`config.mk`:
```
export PLATFORM = sky130hd
export DESIGN_NAME = sub_16bits_seq
export DESIGN_NICKNAME = d
export VERILOG_FILES = /design/src/rtl/sub_16bits_seq.sv
export SDC_FILE = /design/constraint.sdc
export NUM_CORES = 1
export LEC_CHECK = 0
export CAP_MARGIN = 25
export CELL_PAD_IN_SITES_DETAIL_PLACEMENT = 0
export CELL_PAD_IN_SITES_GLOBAL_PLACEMENT = 1
export CORE_MARGIN = 2
export CORE_UTILIZATION = 25
export CTS_CLUSTER_DIAMETER = 60
export DETAILED_ROUTE_END_ITERATION = 16
export PLACE_DENSITY = 0.57
export SKIP_LAST_GASP = 1
export SLEW_MARGIN = 20
export SYNTH_ARGS = -nofsm -noshare
export SYNTH_HDL_FRONTEND = slang
export SYNTH_SLANG_ARGS = --single-unit
```
`constraint.sdc`:
```
create_clock -name clk -period 6.3 [get_ports clk]
set_clock_uncertainty 0.05 [all_clocks]
set_input_delay 1.575 -clock clk [delete_from_list [all_inputs] [get_ports clk]]
set_output_delay 1.575 -clock clk [all_outputs]
set_load 0.02 [all_outputs]
```
`src/rtl/sub_16bits_seq.sv`:
```
// sub_16bits_seq: multi-cycle subtractor, diff = a - b - b_in.
// One SLICE-bit chunk is resolved per clock, LSB chunk first, with the
// borrow rippling between chunks through a register. Handshake is
// start / busy / done. The results only change on the edge that raises done.
// Optional feature: define SUB_ADD_MODE_EN to add an "op" input
// (op=1 adds a + b + b_in and reports the carry on b_out).
module sub_16bits_seq #(
    parameter int WIDTH = 16,
    parameter int SLICE = 4
) (
    input  logic             clk,
    input  logic             rst,
    input  logic             start,
    input  logic [WIDTH-1:0] a,
    input  logic [WIDTH-1:0] b,
    input  logic             b_in,
`ifdef SUB_ADD_MODE_EN
    input  logic             op,
`endif
    output logic             busy,
    output logic             done,
    output logic [WIDTH-1:0] diff,
    output logic             b_out,
    output logic             ovf
);

    localparam int NSLICE = WIDTH / SLICE;
    localparam int CW     = (NSLICE > 1) ? $clog2(NSLICE) : 1;

    localparam logic [1:0] S_IDLE = 2'd0;
    localparam logic [1:0] S_RUN  = 2'd1;
    localparam logic [1:0] S_DONE = 2'd2;

    logic [1:0]       r_state;
    logic [WIDTH-1:0] r_a;
    logic [WIDTH-1:0] r_b;
    logic             r_brw;      // borrow (or carry) into the current chunk
    logic [CW-1:0]    r_cnt;
    logic [WIDTH-1:0] r_shadow;   // partial result, committed to diff at the end
    logic             r_busy;
    logic             r_done;
    logic [WIDTH-1:0] r_diff;
    logic             r_bout;
    logic             r_ovf;
    logic             r_op;

    logic [SLICE-1:0] w_a_sl;
    logic [SLICE-1:0] w_b_sl;
    logic [SLICE:0]   w_res;
    logic [WIDTH-1:0] w_shadow_nx;
    logic             w_last;
    logic             w_add;
    logic             w_ovf;

    // Chunk datapath: one SLICE-bit add/subtract plus the merged shadow value
    always_comb begin
        w_a_sl      = r_a[int'(r_cnt)*SLICE +: SLICE];
        w_b_sl      = r_b[int'(r_cnt)*SLICE +: SLICE];
        w_add       = r_op;
        if (w_add)
            w_res = {1'b0, w_a_sl} + {1'b0, w_b_sl} + {{SLICE{1'b0}}, r_brw};
        else
            w_res = {1'b0, w_a_sl} - {1'b0, w_b_sl} - {{SLICE{1'b0}}, r_brw};
        w_shadow_nx = r_shadow;
        w_shadow_nx[int'(r_cnt)*SLICE +: SLICE] = w_res[SLICE-1:0];
        w_last      = (r_cnt == CW'(NSLICE - 1));
        if (w_add)
            w_ovf = (r_a[WIDTH-1] == r_b[WIDTH-1]) && (w_shadow_nx[WIDTH-1] != r_a[WIDTH-1]);
        else
            w_ovf = (r_a[WIDTH-1] != r_b[WIDTH-1]) && (w_shadow_nx[WIDTH-1] != r_a[WIDTH-1]);
    end

    // Control FSM, operand capture and per-slice result accumulation
    always_ff @(posedge clk) begin
        if (rst) begin
            r_state  <= S_IDLE;
            r_a      <= '0;
            r_b      <= '0;
            r_brw    <= 1'b0;
            r_cnt    <= '0;
            r_shadow <= '0;
            r_busy   <= 1'b0;
            r_done   <= 1'b0;
            r_diff   <= '0;
            r_bout   <= 1'b0;
            r_ovf    <= 1'b0;
            r_op     <= 1'b0;
        end else begin
            r_done <= 1'b0;
            case (r_state)
                S_IDLE, S_DONE: begin
                    // DONE accepts a new start exactly like IDLE
                    if (start) begin
                        r_a     <= a;
                        r_b     <= b;
                        r_brw   <= b_in;
`ifdef SUB_ADD_MODE_EN
                        r_op    <= op;
`else
                        r_op    <= 1'b0;
`endif
                        r_cnt   <= '0;
                        r_busy  <= 1'b1;
                        r_state <= S_RUN;
                    end
                end
                S_RUN: begin
                    // start is ignored here; operands stay as captured
                    r_shadow <= w_shadow_nx;
                    r_brw    <= w_res[SLICE];
                    r_cnt    <= r_cnt + 1'b1;
                    if (w_last) begin
                        r_cnt   <= '0;
                        r_diff  <= w_shadow_nx;
                        r_bout  <= w_res[SLICE];
                        r_ovf   <= w_ovf;
                        r_done  <= 1'b1;
                        r_busy  <= 1'b0;
                        r_state <= S_DONE;
                    end
                end
                default: r_state <= S_IDLE;
            endcase
        end
    end

    assign busy  = r_busy;
    assign done  = r_done;
    assign diff  = r_diff;
    assign b_out = r_bout;
    assign ovf   = r_ovf;

endmodule

```
After elaboration in Yosys (flattened, before gate mapping)

Index checks and enable logic that the tools add are counted.

Flip-flop bits (word level): 73
Input bits: 36
Output and inout port bits: 20
Logic and storage cells: 50

Add/sub/neg operators: 4
Equal/unequal tests: 7
Shift operators: 4
Mux-type cells: 13
Bitwise logic cells: 1
Reductions and logical operators: 10

Operators by type and width:

| kind                    | count |
|---|---|
| $neg 4->33              | 1 |
| $shift 4x33->16 const A | 1 |
| $shiftx 4x33->16        | 1 |
| $shiftx 16x5->4         | 2 |
| $bwmux 16               | 1 |
| $mux 2                  | 4 |
| $pmux 2 s2              | 2 |
| $reduce_and 2->1        | 4 |
| $sub 4x4->5             | 1 |
| $sub 5x1->5             | 1 |
| $eq 2x2->1 const B      | 2 |
| $mux 1                  | 4 |
| $ne 2x2->1 const B      | 2 |
| $pmux 1 s2              | 2 |
| $reduce_or 2->1         | 2 |
| $reduce_and 3->1        | 1 |
| $add 2x1->2 const B     | 1 |
| $eq 2x1->1 const B      | 1 |
| $logic_not 2->1         | 1 |
| $ne 1x1->1              | 2 |
| $reduce_bool 2->1       | 1 |
| $logic_and 1x1->1       | 1 |
| $not 1->1               | 1 |

Depth between registers and ports, before layout

Gate-level depths: netlist of run 1.

Depth after elaboration: 7
Gate-level depth with buffers: 12
Depth with buffers taken out: 10

Worst setup path after synthesis of run 1

No wires, ideal clock.

Path kind: register to register
Start: register r_cnt[0]
End: register r_shadow[3]
Arrival: 3.206 ns
Required time: 6.122 ns
Slack: 2.916 ns
Cell stages (with the launch flop): 12
Path buffers: 2
Cells stage by stage: dfxtp_1 buf_2 buf_2 mux4_2 ha_1 inv_1 ha_1 or4b_2 o2bb2ai_2 nor3_2 a32oi_1 nor2_1

Cells in the longest elaborated chain, start to end: 5
Elaborated cells on any way between the ends: 8
Classes of those cells: 3 x add/sub; 4 x shift; 1 x mux

Ends and longest elaborated chain:

| element                                   | RTL line | source |
|---|---|---|
| from (decl)                               | 38       | `logic [CW-1:0] r_cnt;` |
| from (signal assigned)                    | 111      | `r_cnt <= r_cnt + 1'b1;` |
| $shiftx 16x5->4, on equally long branches | 57, 58   |  |
| $sub 4x4->5                               | 63       | `w_res = {1'b0, w_a_sl} - {1'b0, w_b_sl} - {{SLICE{1'b0}}, r_brw};` |
| $sub 5x1->5                               | 63       |  |
| $shiftx 4x33->16                          | 65       | `w_shadow_nx[int'(r_cnt)*SLICE +: SLICE] = w_res[SLICE-1:0];` |
| $bwmux 16 (*)                             | 65       |  |
| to (signal assigned)                      | 109      | `r_shadow <= w_shadow_nx;` |
| to (decl)                                 | 39       | `logic [WIDTH-1:0] r_shadow;` |

Mark *: on every way between the ends. The rest lies on a longest branch, timed or not.
A chain may end at the register's enable or synchronous reset.

Final worst setup path of run 1

Start: register r_cnt[0]
End: register r_shadow[11]

The elaborated chain is that of the path after synthesis.

==> results.cfg, run 1 <==
[placed_design]
place.detailed.hpwl_mm = 5.84
io_buffers = 55
gp_congestion = 0.758
pre_cts_ws_ns = 2.51

[die]
fp.dieW_um = 118
start_util_pct = 25.6
ioPinCount = 56
core-area_um2 = 12600
rows = 41
die_area_um2 = 13900
die_y_um = 118

[worst_setup_path]
crit_path_frequent_cell = ha_1
end_kind = flip-flop
cp.arrival_ns = 3.76
crit_start = r_cnt[0]
worstSetupPathType = reg -> reg
critPathMaxFanout = 15
path_cells = buf_8 > mux4_2 > ha_1 > inv_1 > ha_1 > or4b_2 > o2bb2ai_2 > nor3_2 > a32oi_1 > nor2_1
worstReg2RegStart = r_cnt[0]
required_ns = 6.44
critPathBufInv = 2
start_kind = flip-flop
max_stage_delay_ns = 0.69
path_delay_family = simple AND/OR/NAND/NOR gates
cp_slowest_cell = dfxtp_1

[pwr]
p_leak_nw = 1.52
p_sw_mw = 0.315
clock_power_share_pct = 43.0
p_per_area_nw_per_um2 = 278
combPwrFrac_pct = 15.2
switching_share_pct = 26.8
total_power_mw = 1.18
power_frac_seq_pct = 41.8
power.internal_mw = 0.862
max-vdd-ir-drop_v = 0.000127

[routing]
antenna_left = 0
drt-total-wl_mm = 8.21
dr.pass1.iters = 4
via_per_inst = 4.50
wl_per_cell_um = 13.8
drc_errors = 0
drt_iter0_drc = 129
vias = 2683

[yosys]
syn_inst = 372
synth_ff_type = dfxtp_1
ys_ff_latch = 73
synth_area_um2 = 3240
syn_area_per_cell_um2 = 8.70
yosys_warnings = 0
ys_async_sr_fraction_pct = 0
synth-edff-count = 0
yosysSeqAreaShare_pct = 45.2
synth_cell_type_count = 42
syn-num-nets = 420

[cells_and_area]
final_cell_mix = 80 x nand2_1, 73 x dfxtp_1, 54 x clkdlybuf4s50_1
fin_nets = 467
drive_gt1_share_pct = 9.43
area_delta_synth_final_pct = 31.1
final_common_cell = nand2_1
diodes = 0

[timing]
maxSlewViolCount = 0
setup-violations-final = 0
period_minus_slack_ns = 3.61
setup_tns_ns = 0
rsz0062_at_grt = no
clock.fmax_mhz = 277
worst_slack_ns = 2.69
hold_viol_final = 0
post-route-period-util_pct = 57.3
tightest_slew_ns = 0.934
maxSlewHeadroom_pct = 37.7

[clock_tree]
htreeDepth = 3
cts-root-buf = clkbuf_16
worstSkewPairLatency_ns = 0.33
clockBufferDepth = 2
clock_sinks = 73
path_clk_slew_ns = 0.06
ctsResizeCount = 0
cts-buffers-inserted = 9
cts_setup_buffers = 0
cts_tree = yes
cts_hold_buf = 0

[run_status]
status = finished clean

[run]
drv_cap = 0

[hold_path]
min-delay-start = diff[8]
hold_path.class = reg -> reg

[global_route]
grt_overflow_total = 0
grt.total_usage_pct = 12.1
grt_max_degree = 56
grt_pass1_wl_mm = 13.4
antenna_found_initial = 0
grt_pass1_vias = 2634
[kinds of logic after synthesis]
kind of cell | Yosys count | synth area share (%)
adder cells (fa/ha/maj) | 12 | 5.10
multiplexers | 9 | 5.53
flip-flops | 73 | 45.2
XOR/XNOR | 2 | 0.541
AND/OR/NAND/NOR | 140 | 19.6
AO/OA/AOI/OAI | 92 | 18.7
buffers and inverters | 44 | 5.38
[per-layer routing]
metal,up-vias,GRT usage [%],part of all wire (%)
li1,1373,-,-
met1,1236,14.8,46
met2,64,21.1,49
met3,10,3.15,4.1
met4,0,3.39,0.96
met5,-,0,0
[power by group through the flow]
stage | registers, mW | logic, mW | clock network [mW]
2_1_floorplan | 0.497 | 0.120 | 0
3_3_place_gp | 0.505 | 0.174 | 0
3_5_place_dp | 0.505 | 0.177 | 0
4_1_cts | 0.495 | 0.178 | 0.520
5_1_grt | 0.495 | 0.199 | 0.538
6_report | 0.492 | 0.178 | 0.506
[state kept, by name (all words and copies together), names as in the netlist]
register / flops
r_b: 16
r_cnt: 2
done: 1
r_state: 2
r_a: 16
r_brw: 1
r_shadow: 16
diff: 16
ovf: 1
busy: 1
b_out: 1
[area by class of cell]
class,count,area [µm²]
fill,1375,8380
multi-input combinational,255,1610
sequential,73,1460
timing repair buffer,59,583
clock buffer,9,225
tap,172,215
inverter,21,78.8
clock inverter,7,71.3
[Yosys cell counts, drive strengths merged, types with 2 or more instances]
master / count / area, µm²
nand2b: 3 / 18.8
dfxtp: 73 / 1460
nand2: 80 / 300
inv: 21 / 78.8
a32oi: 6 / 52.6
a22oi: 10 / 75.1
a21oi: 44 / 224
o21ai: 8 / 40.0
xor2: 2 / 17.5
fa: 2 / 40.0
nor2: 27 / 101
nand3: 4 / 20.0
clkbuf: 15 / 56.3
nor3: 3 / 25.0
mux4: 7 / 158
a22o: 10 / 87.6
ha: 10 / 125
o22ai: 8 / 50.1
nor2b: 11 / 68.8
buf: 8 / 38.8
and3: 3 / 18.8
[metrics by stage]
| stage | util [%] | std cells | instance area [µm²] | hold slack [ns] |
|---|---|---|---|---|
| CTS | 33.5 | 595 | 4230 | 0.405 |
| finish | 33.6 | 596 | 4240 | 0.401 |
| floorplan | - | 372 | 3240 | 0.383 |
| global route | 33.6 | 596 | 4240 | 0.419 |
| detailed placement | 31.1 | 579 | 3930 | 0.395 |
| global placement | 31.1 | 579 | 3930 | 0.386 |
[worst reg2reg max path: stages (launching register included)]
cell       delay, ns
dfxtp_1         0.69
buf_8           0.23
mux4_2          0.51
ha_1            0.29
inv_1           0.04
ha_1            0.36
or4b_2          0.68
o2bb2ai_2       0.25
nor3_2          0.13
a32oi_1         0.21
nor2_1          0.05
[worst paths after layout]
kind | slack, ns | depth (start not counted) | endpoint
max | 2.69 | 10 | r_shadow[11]
min | 0.40 | 2 | diff[8]
max reg2reg | 2.69 | 10 | r_shadow[11]
min reg2reg | 0.40 | 2 | diff[8]
Power figures use the tool's default switching activity.
==> inputs of run 2 (changes only) <==
- clock period: 6.3 -> 3.6 ns (I/O delays scaled with it)
==> run 2 against run 1 <==
Against the previous run:
- count of clock-buffer cells in the layout is 1 higher
- worst hold slack worse by 0.00072 ns
- sequential share of layout area is 0.22 points lower
- first-iteration DRC count is 28% higher
==> results.cfg, run 2 (same netlist as run 1, synthesis figures left out) <==
[clock_tree]
cts_setup_buffers = 0
ctsResizeCount = 0
cts_tree = yes
path_clk_slew_ns = 0.06
worstSkewPairLatency_ns = 0.33
cts-root-buf = clkbuf_16
htreeDepth = 3
clock_sinks = 73
cts-buffers-inserted = 9
cts_hold_buf = 0
clockBufferDepth = 2

[routing]
via_per_inst = 4.49
dr.pass1.iters = 4
wl_per_cell_um = 13.9
antenna_left = 0
vias = 2697
drt_iter0_drc = 165
drc_errors = 0
drt-total-wl_mm = 8.38

[global_route]
use_met1_pct = 15.4
grt_busiest_layer = met2
grt_util_met2_pct = 21.5
antenna_found_initial = 0
grtUsageMet3_pct = 3.29
grt_overflow_total = 0
grt_pass1_vias = 2741
grt.total_usage_pct = 12.7
grt_max_degree = 46
grt_pass1_wl_mm = 13.9

[worst_setup_path]
cp_slowest_cell = or4b_2
worstSetupPathType = reg -> reg
required_ns = 3.76
end_kind = flip-flop
cp.arrival_ns = 3.50
crit_path_frequent_cell = ha_1
path_cells = buf_4 > mux4_2 > ha_1 > inv_1 > ha_1 > or4b_2 > o2bb2ai_2 > nor3_2 > a32oi_1 > nor2_1
critPathMaxFanout = 8
start_kind = flip-flop
max_stage_delay_ns = 0.68

[die]
start_util_pct = 25.6
ioPinCount = 56
fp.dieW_um = 118
die_y_um = 118
rows = 41
core-area_um2 = 12600
die_area_um2 = 13900

[cells_and_area]
final_cell_mix = 80 x nand2_1, 73 x dfxtp_1, 54 x clkdlybuf4s50_1
diodes = 0
drive_gt1_share_pct = 10.0
stdcell_count = 601
fin_nets = 472
area_delta_synth_final_pct = 31.9
final_common_cell = nand2_1

[timing]
tightest_slew_ns = 0.485
period_minus_slack_ns = 3.34
rsz0062_at_grt = no
setup_tns_ns = 0
post-route-period-util_pct = 92.8
maxSlewViolCount = 0
hold_viol_final = 0
maxSlewHeadroom_pct = 67.7
setup-violations-final = 0
clock.fmax_mhz = 299

[placed_design]
place.detailed.hpwl_mm = 6.26
placedCellCount = 585
io_buffers = 55
gp_congestion = 0.853

[run_status]
status = finished clean

[pwr]
p_leak_nw = 1.55
p_per_area_nw_per_um2 = 484
max-vdd-ir-drop_v = 0.000173

[run]
drv_cap = 0

[hold_path]
hold_path.class = reg -> reg
run 2: worst max-delay path: cells and delay by family, from the launching register on:
| kind | cells | cell delay [ns] |
|---|---|---|
| and+or+nand+nor | 3 | 0.85 |
| DFF | 1 | 0.53 |
| muxes | 1 | 0.51 |
| AOI/OAI and AO/OA | 2 | 0.50 |
| adders and majority gates | 2 | 0.48 |
| buffers and inverters | 2 | 0.29 |
run 2: final timing paths:
kind | slack (ns) | endpoint | cells after the start | from
setup / recovery | 0.26 | r_shadow[7] | 10 | r_cnt[0]
hold / removal | 0.40 | diff[3] | 2 | diff[3]
setup reg to reg | 0.26 | r_shadow[7] | 10 | r_cnt[0]
hold reg to reg | 0.40 | diff[3] | 2 | diff[3]
run 2: final cells by class:
class / count / area, µm²
Inverter: 21 / 78.8
Timing Repair Buffer: 64 / 613
Sequential cell: 73 / 1460
Multi-Input combinational cell: 255 / 1600
Fill cell: 1371 / 8350
Tap cell: 172 / 215
Clock buffer: 10 / 229
Clock inverter: 6 / 67.6
run 2: per-layer routing:
layer	up-vias	wire length, µm
li1	1386	-
met1	1238	3860
met2	61	4040
met3	12	363
met4	0	109
met5	-	0
run 2: through the flow:
step	util (%)	hold WS, ns	setup WS (ns)	area [µm²]	power, mW
finish	33.8	0.401	0.259	4270	2.07
CTS	33.8	0.406	0.237	4270	2.10
detailed placement	31.5	0.394	0.241	3970	1.20
global route	33.8	0.423	0.0237	4270	2.18
global placement	31.5	0.393	0.353	3970	1.20
floorplan	-	0.383	0.216	3240	1.08
run 2: power breakdown:
part           total (mW)  internal [mW]  switching (mW)
Combinational       0.319          0.140           0.179
Clock               0.885          0.539           0.347
Sequential          0.861          0.840          0.0212
==> inputs of run 3 (changes only) <==
- PLACE_DENSITY: 0.57 -> 0.59
- clock period: 3.6 -> 2.9 ns (I/O delays scaled with it)
==> run 3 against run 2 <==
Against the previous run:
- the run now ends with setup timing left
- cell area up 4.7%
- largest cell class unchanged
- power up 27%
- register-to-register slack worse by 0.27 ns
==> results.cfg, run 3 (same netlist as run 1, synthesis figures left out) <==
[timing]
clock.fmax_mhz = 343
tightest_slew_ns = 0.622
worst_slack_ns = -0.0128
maxSlewViolCount = 0
rsz0062_at_grt = yes
post-route-period-util_pct = 100
maxSlewHeadroom_pct = 58.5
period_minus_slack_ns = 2.91
setup-violations-final = 1
setup_tns_ns = -0.0128
hold_viol_final = 0

[placed_design]
pre_cts_ws_ns = -0.0853
io_buffers = 55
gp_congestion = 0.799
place.detailed.hpwl_mm = 6.12

[die]
rows = 41
start_util_pct = 25.6
die_area_um2 = 13900
core-area_um2 = 12600
ioPinCount = 56
die_y_um = 118
fp.dieW_um = 118

[pwr]
p_leak_nw = 1.63
switching_share_pct = 25.7
max-vdd-ir-drop_v = 0.000286
clock_power_share_pct = 40.0
p_per_area_nw_per_um2 = 587
power.internal_mw = 1.95
combPwrFrac_pct = 19.3
p_sw_mw = 0.674
power_frac_seq_pct = 40.7

[clock_tree]
cts_tree = yes
path_clk_slew_ns = 0.05
cts_hold_buf = 0
clockBufferDepth = 2
worstSkewPairLatency_ns = 0.33
cts-buffers-inserted = 9
clock_sinks = 73
cts-root-buf = clkbuf_16
htreeDepth = 3

[worst_setup_path]
rrSetupSlack_ns = -0.01
cp.arrival_ns = 3.11
path_delay_family = compound AO/OA/AOI/OAI gates
end_kind = flip-flop
start_kind = flip-flop
cp_slowest_cell = mux4_2
critPathMaxFanout = 6
path_cells = mux4_2 > fa_2 > ha_4 > and3b_1 > a221o_1 > o41ai_4 > nand4b_1 > o211ai_1
endpoint = ovf
critPathBufInv = 0
worstReg2RegStart = r_cnt[0]
timing.rr.end = ovf
ff2ff_path_depth = 8
cp.depth = 8
required_ns = 3.10
worstSetupPathType = reg -> reg
max_stage_delay_ns = 0.54
crit_start = r_cnt[0]

[routing]
via_per_inst = 4.46
vias = 2743
dr.pass1.iters = 4
wl_per_cell_um = 13.7
drt_iter0_drc = 140
antenna_left = 0
drc_errors = 0
drt-total-wl_mm = 8.40

[global_route]
antenna_found_initial = 0
grt_pass1_wl_mm = 13.5
grt_max_degree = 41
grt_overflow_total = 0
grt_pass1_vias = 2609
grt.total_usage_pct = 12.3

[cells_and_area]
fin_nets = 486
final_cell_mix = 80 x nand2_1, 71 x dfxtp_1, 54 x clkdlybuf4s50_1
final_common_cell = nand2_1
drive_gt1_share_pct = 15.6
final_util_pct = 35.4
diodes = 0
area_delta_synth_final_pct = 38.1

[hold_path]
hold_path.class = reg -> reg

[run]
drv_cap = 0

[run_status]
violations = setup timing
status = complete, but fails checks
## run 3: worst min path at each step
stage,start,endpoint,slack [ns],cells past startpoint
after floorplan,r_a[9],r_a[9],0.38,2
after global placement,diff[4],diff[4],0.39,2
after detailed placement,diff[3],diff[3],0.39,2
after CTS,r_a[9],r_a[9],0.40,2
after global routing,diff[3],diff[3],0.42,2
final,diff[7],diff[7],0.39,2
## run 3: area by class of cell
class / instances / area (µm²)
clock buffers: 15 / 278
clock inverters: 1 / 8.76
fillers: 1337 / 8150
inverters: 21 / 78.8
multi-input cells: 255 / 1680
flip-flops and latches: 73 / 1470
well taps: 172 / 215
repair buffers: 78 / 746
## run 3: worst min-delay path, delay by kind of cell (launching register included)
kind               cells  cell delay (ns)
DFF                    1             0.30
and+or+nand+nor        1             0.05
AOI/OAI and AO/OA      1             0.05
## run 3: metrics by stage
stage               cells  cell area [µm²]  power (mW)  hold WS [ns]
floorplan             372             3300        1.37         0.383
global placement      590             4070        1.53         0.387
detailed placement    590             4070        1.54         0.394
CTS                   606             4360        2.60         0.404
global route          615             4470        2.76         0.421
finish                615             4470        2.62         0.395
## run 3: metal layers
| layer | vias up | wire length [µm] | part of all wire, % | GRT usage, % |
|---|---|---|---|---|
| met5 | - | 0 | 0 | 0 |
| met4 | 0 | 77 | 0.92 | 3.39 |
| met3 | 8 | 335 | 4.0 | 4.02 |
| met2 | 54 | 4010 | 48 | 20.2 |
| met1 | 1272 | 3980 | 47 | 15.6 |
| li1 | 1409 | - | - | - |
## run 3: repair_timing
| action | 4_1_cts | 5_1_grt |
|---|---|---|
| gates resized for setup | 1 | 18 |
| gates cloned | 0 | 0 |
| setup buffers | 0 | 9 |
| hold endpoints to repair | 0 | 0 |
| setup endpoints to repair | 8 | 10 |
| pin swaps | 0 | 13 |
## run 3: power by group through the flow
| stage | logic, mW | clock network (mW) | registers (mW) |
|---|---|---|---|
| 6_report | 0.506 | 1.05 | 1.07 |
| 3_5_place_dp | 0.445 | 0 | 1.09 |
| 4_1_cts | 0.446 | 1.08 | 1.07 |
| 3_3_place_gp | 0.443 | 0 | 1.09 |
| 2_1_floorplan | 0.289 | 0 | 1.08 |
| 5_1_grt | 0.556 | 1.13 | 1.07 |
